<file path="config.mk">
export PLATFORM = sky130hd
export DESIGN_NAME = snif_mc
export DESIGN_NICKNAME = d
export VERILOG_FILES = /design/src/rtl/snif_mc_pkg.sv /design/src/rtl/snif_ch.sv /design/src/rtl/snif_mc.sv
export SDC_FILE = /design/constraint.sdc
export NUM_CORES = 1
export LEC_CHECK = 0
export ABC_AREA = 1
export BUFFER_PORTS_ARGS = -buffer_cell sky130_fd_sc_hd__buf_2
export CAP_MARGIN = 25
export CORE_AREA = 10 10 127 129
export CTS_CLUSTER_SIZE = 20
export DETAILED_ROUTE_END_ITERATION = 16
export DIE_AREA = 0 0 137 139
export GPL_TIMING_DRIVEN = 0
export PLACE_DENSITY = 0.73
export REMOVE_ABC_BUFFERS = 1
export SYNTH_ARGS = -nofsm -noshare
export SYNTH_HDL_FRONTEND = slang
export SYNTH_SLANG_ARGS = --single-unit
export TNS_END_PERCENT = 100
</file>
<file path="constraint.sdc">
create_clock -name clk_i -period 3.6 [get_ports clk_i]
set_clock_uncertainty 0.2 [all_clocks]
set_input_delay 0.54 -clock clk_i [delete_from_list [all_inputs] [get_ports clk_i]]
set_output_delay 0.54 -clock clk_i [all_outputs]
set_load 0.01 [all_outputs]
</file>
<file path="src/rtl/snif_mc_pkg.sv">
// -----------------------------------------------------------------------------
// snif_mc_pkg
// Shared definitions for the multi-channel bus sniffer:
//   - SNIF_MODE_* channel mode encodings (off / rise / fall / both)
//   - default address width
//   - snif_edge_sel(): picks the channel event from the rise/fall terms
// -----------------------------------------------------------------------------
package snif_mc_pkg;

  localparam int SNIF_ADR_WIDTH_DEF = 32;

  typedef enum logic [1:0] {
    SNIF_MODE_OFF  = 2'b00,
    SNIF_MODE_RISE = 2'b01,
    SNIF_MODE_FALL = 2'b10,
    SNIF_MODE_BOTH = 2'b11
  } snif_mode_e;

  // Event seen by a channel for the given mode and edge terms.
  function automatic logic snif_edge_sel(input snif_mode_e mode,
                                         input logic       rise,
                                         input logic       fall);
    logic ev;
    case (mode)
      SNIF_MODE_OFF:  ev = 1'b0;
      SNIF_MODE_RISE: ev = rise;
      SNIF_MODE_FALL: ev = fall;
      SNIF_MODE_BOTH: ev = rise | fall;
      default:        ev = 1'b0;
    endcase
    return ev;
  endfunction

endpackage

</file>
<file path="src/rtl/snif_ch.sv">
// -----------------------------------------------------------------------------
// snif_ch -- one sniffer match channel
// Compares the bus address against a masked match value on write cycles,
// keeps the previous hit (hit_q), turns rise/fall of the hit into an event
// according to the mode, and counts (saturating) / flags (sticky) events.
// Ports:
//   clk_i, rst_ni          clock, synchronous active-low reset
//   adr_i, stb_i, we_i     sniffed bus cycle
//   match_i, mask_i        compare value and mask (1 = bit compared)
//   mode_i                 event selection
//   clr_i                  clear counter and pending flag
//   detect_o               one-cycle event pulse (1 cycle after the event)
//   pending_o              sticky event flag
//   cnt_o                  saturating event counter
// -----------------------------------------------------------------------------
module snif_ch
  import snif_mc_pkg::*;
#(
  parameter int ADR_WIDTH = SNIF_ADR_WIDTH_DEF,
  parameter int CNT_WIDTH = 8
) (
  input  logic                 clk_i,
  input  logic                 rst_ni,
  input  logic [ADR_WIDTH-1:0] adr_i,
  input  logic                 stb_i,
  input  logic                 we_i,
  input  logic [ADR_WIDTH-1:0] match_i,
  input  logic [ADR_WIDTH-1:0] mask_i,
  input  snif_mode_e           mode_i,
  input  logic                 clr_i,
  output logic                 detect_o,
  output logic                 pending_o,
  output logic [CNT_WIDTH-1:0] cnt_o
);

  logic                 w_hit;
  logic                 w_rise;
  logic                 w_fall;
  logic                 w_event;
  logic                 r_hit_q;
  logic                 r_detect;
  logic                 r_pending;
  logic [CNT_WIDTH-1:0] r_cnt;

  function automatic logic [CNT_WIDTH-1:0] sat_inc(input logic [CNT_WIDTH-1:0] v);
    if (v == {CNT_WIDTH{1'b1}}) begin
      return v;
    end else begin
      return v + CNT_WIDTH'(1);
    end
  endfunction

  // Only write cycles can hit; masked-out bits never cause a mismatch.
  assign w_hit   = stb_i & we_i & (((adr_i ^ match_i) & mask_i) == {ADR_WIDTH{1'b0}});
  assign w_rise  = w_hit & ~r_hit_q;
  assign w_fall  = r_hit_q & ~w_hit;
  // Mode acts on the current cycle; hit_q history is kept regardless of mode.
  assign w_event = snif_edge_sel(mode_i, w_rise, w_fall);

  // Hit history, detect pulse, counter and pending flag.
  always_ff @(posedge clk_i) begin
    if (!rst_ni) begin
      r_hit_q   <= 1'b0;
      r_detect  <= 1'b0;
      r_pending <= 1'b0;
      r_cnt     <= {CNT_WIDTH{1'b0}};
    end else begin
      r_hit_q  <= w_hit;
      r_detect <= w_event;
      if (w_event) begin
        // An event in the clear cycle wins: the clear drops older history only.
        r_pending <= 1'b1;
        r_cnt     <= clr_i ? CNT_WIDTH'(1) : sat_inc(r_cnt);
      end else if (clr_i) begin
        r_pending <= 1'b0;
        r_cnt     <= {CNT_WIDTH{1'b0}};
      end
    end
  end

  assign detect_o  = r_detect;
  assign pending_o = r_pending;
  assign cnt_o     = r_cnt;

endmodule

</file>
<file path="src/rtl/snif_mc.sv">
// -----------------------------------------------------------------------------
// snif_mc -- multi-channel bus address sniffer
// NCH independent snif_ch channels watch the same bus; this level only slices
// the packed per-channel vectors and reduces the interrupt.
// Ports:
//   clk_i, rst_ni               clock, synchronous active-low reset
//   adr_i, stb_i, we_i          sniffed bus cycle
//   match_i, mask_i             per-channel compare value / mask, ADR_WIDTH each
//   mode_i                      per-channel mode, 2 bits each
//   clr_i, irq_en_i             per-channel clear / interrupt enable
//   detect_o, pending_o, cnt_o  per-channel status (cnt CNT_WIDTH each)
//   irq_o                       OR of pending & irq_en
// -----------------------------------------------------------------------------
module snif_mc
  import snif_mc_pkg::*;
#(
  parameter int ADR_WIDTH = SNIF_ADR_WIDTH_DEF,
  parameter int NCH       = 4,
  parameter int CNT_WIDTH = 8
) (
  input  logic                     clk_i,
  input  logic                     rst_ni,
  input  logic [ADR_WIDTH-1:0]     adr_i,
  input  logic                     stb_i,
  input  logic                     we_i,
  input  logic [NCH*ADR_WIDTH-1:0] match_i,
  input  logic [NCH*ADR_WIDTH-1:0] mask_i,
  input  logic [2*NCH-1:0]         mode_i,
  input  logic [NCH-1:0]           clr_i,
  input  logic [NCH-1:0]           irq_en_i,
  output logic [NCH-1:0]           detect_o,
  output logic [NCH-1:0]           pending_o,
  output logic [NCH*CNT_WIDTH-1:0] cnt_o,
  output logic                     irq_o
);

  for (genvar c = 0; c < NCH; c++) begin : g_ch
    snif_ch #(
      .ADR_WIDTH (ADR_WIDTH),
      .CNT_WIDTH (CNT_WIDTH)
    ) u_ch (
      .clk_i     (clk_i),
      .rst_ni    (rst_ni),
      .adr_i     (adr_i),
      .stb_i     (stb_i),
      .we_i      (we_i),
      .match_i   (match_i[c*ADR_WIDTH +: ADR_WIDTH]),
      .mask_i    (mask_i[c*ADR_WIDTH +: ADR_WIDTH]),
      .mode_i    (snif_mode_e'(mode_i[2*c +: 2])),
      .clr_i     (clr_i[c]),
      .detect_o  (detect_o[c]),
      .pending_o (pending_o[c]),
      .cnt_o     (cnt_o[c*CNT_WIDTH +: CNT_WIDTH])
    );
  end

  // Combinational from registered pending: no extra cycle of latency.
  assign irq_o = |(pending_o & irq_en_i);

endmodule

</file>
==> flow_metrics.tcl <==
set metrics [dict create \
    die_area_um2 19040 \
    fmax_mhz 348.2 \
    yosys_most_used_dff "dfxtp_1" \
    synth-seq-cells 44 \
    utilization_pct 52.13 \
    drt_iter0_markers 424 \
    cts_resized 0 \
    first_pass_iters 5 \
    yosysSeqAreaShare_pct 17.47 \
    gp_congestion 0.9754 \
    coreArea_um2 13670 \
    cp_max_fo 8 \
    clkTransAtPathRegs_ns 0.07 \
    synth_cells 982 \
    vias 6986 \
    worst_pin_slew_ns 0.5011 \
    wire_per_inst_um 14.99 \
    routed_wirelength_um 22690 \
    grt_pass1_vias 6422 \
    min_path_type "reg2reg" \
    start_util_pct 36.89 \
    grt_pass1_wl_um 33870 \
    clock-sinks 44 \
    async_reset_ff_share_pct 0 \
    hold_viol 0 \
    status "completed" \
    cts_made_buffers 5 \
    power.leakage_nw 4.380 \
    viasPerCell 4.614 \
    syn_avg_cell_area_um2 5.133 \
    port_buffers 348 \
    crit_path_end_kind "flip-flop" \
    synth-edff-count 0 \
    cp_slowest_cell "or2_2" \
    cts_setup_buffers 0 \
    grt_usage_pct 22.20 \
    ys_warn_count 0 \
    synth.distinct_cells 31 \
    finalSetupTns_ns 0 \
    crit_type "in2reg" \
    row_count 43 \
    final.period_utilization_pct 79.77 \
    clock_latency_ns 0.29 \
    arrival_ns 2.90 \
    antenna_found_initial 10 \
    final_common_cell "nand2_1" \
    power_density_nw_per_um2 212.0 \
    final_layout_size_suffix_gt1_share_pct 30.02 \
    relSlewSlack_pct 66.54 \
    cap_violations 0 \
    synthesis.area_um2 5041 \
    die_w_um 137 \
    vdd_drop_max_mv 0.1865 \
    ant_nets 0 \
    post-route-drc-count 0 \
    worstSetupStartpointType "primary input" \
    critPathRequiredTime_ns 3.62 \
    die_h_um 139 \
    ios 349 \
    gr-total-overflow 0 \
    layout_min_cycle_time_ns 2.872 \
    cts-root-buf "clkbuf_16" \
    drv_slew 0 \
    max_stage_delay_ns 0.28 \
    holdBufCountCts 0 \
    nFillCells 1518 \
    grt_max_degree 27 \
    final_cell_mix "nand2_1, buf_2, inv_1" \
    syn2layout_area_growth_pct 41.33 \
    nets 1645 \
    power_mw 1.510 \
    cts_tree "yes" \
    grt_setup_unrepaired "false" \
    crit_top_cell "nand2_1" \
    finalSetupViolations 0 \
    dp_hpwl_um 20460 \
    path_cells "buf_2 -> or2_2 -> nand3_1 -> nand2_1 -> nor2_1 -> nand2_1 -> nor2_1 -> nand3_1 -> inv_1 -> ha_1 -> or2_4 -> a21boi_4 -> nand2_4 -> nor2_4 -> nand2_1 -> a21oi_2" \
    cts_buffer_depth 2 \
    h-tree-depth 2 \
]
[worst paths after layout]
kind	slack, ns	depth (start not counted)	endpoint	start
worst max-delay path	0.73	16	g_ch[3].u_ch.cnt_o[1]	adr_i[29]
worst min-delay path	0.27	2	g_ch[2].u_ch.pending_o	g_ch[2].u_ch.pending_o
worst max register to register	1.70	9	g_ch[1].u_ch.cnt_o[5]	g_ch[1].u_ch.r_hit_q
worst min register to register	0.27	2	g_ch[2].u_ch.pending_o	g_ch[2].u_ch.pending_o
[critical path: cells and delay by family]
family,cells,cell delay [ns]
AO/OA/AOI/OAI,2,0.34
buffers and inverters,2,0.22
AND/OR/NAND/NOR,11,1.58
adder cells (fa/ha/maj),1,0.22
[flip-flops by register name (all words and copies together), names as in the netlist]
name                 flops
g_ch.u_ch.cnt_o         32
g_ch.u_ch.detect_o       4
g_ch.u_ch.pending_o      4
g_ch.u_ch.r_hit_q        4
[cells in the mapped netlist, drive strengths merged, types with 5 or more instances]
| master | number | area [um^2] |
|---|---|---|
| nand2 | 386 | 1486 |
| inv | 185 | 694.4 |
| nand3 | 156 | 780.8 |
| nor2 | 78 | 307.8 |
| dfxtp | 44 | 880.8 |
| a21oi | 30 | 157.7 |
| or2 | 25 | 158.9 |
| o21ai | 22 | 110.1 |
| ha | 12 | 150.1 |
| nand4 | 10 | 68.81 |
| buf | 8 | 60.06 |
| nor3 | 6 | 35.03 |
| o211ai | 5 | 42.54 |
[metal layers]
layer / up-vias / GRT usage [%] / wire, um
met5: - / 0 / 25
met4: 4 / 6.271 / 429
met3: 29 / 7.681 / 2052
met2: 222 / 38.44 / 11450
met1: 3010 / 24.90 / 8741
li1: 3721 / - / -
[metrics by stage]
step / setup slack (ns) / cell area (um^2) / std cells / hold slack [ns]
2_1_floorplan: 1.020 / 4966 / 970 / 0.2862
3_3_place_gp: 0.4342 / 6933 / 1498 / 0.2596
3_5_place_dp: 0.4207 / 6933 / 1498 / 0.2618
4_1_cts: 0.7102 / 7104 / 1506 / 0.2712
5_1_grt: 0.4408 / 7119 / 1512 / 0.3110
6_report: 0.7282 / 7124 / 1514 / 0.2721
[final cells by class]
type | instances | area, um^2 | share of cell area, %
Antenna cell | 8 | 20.02 | 0.2810
Clock inverter | 3 | 46.29 | 0.6498
Multi-Input combinational cell | 740 | 3387 | 47.54
Timing Repair Buffer | 348 | 1742 | 24.45
Tap cell | 180 | 225.2 | 3.161
Sequential cell | 44 | 880.8 | 12.36
Clock buffer | 5 | 125.1 | 1.756
Inverter | 186 | 698.2 | 9.800
[kinds of logic after synthesis]
family / Yosys count / share of synthesized area, %
and+or+nand+nor: 665 / 56.89
buffers and inverters: 198 / 15.34
AOI/OAI and AO/OA: 60 / 6.801
DFF: 44 / 17.47
adders and majority gates: 12 / 2.978
xor gates and xnor gates: 3 / 0.5213
[report_power, final]
group / switching, mW / leakage (nW) / internal, mW
clock: 0.201 / 0.0805 / 0.330
sequential: 0.00263 / 0.355 / 0.490
combinational: 0.260 / 3.94 / 0.226
(Power assumes the default switching activity.)
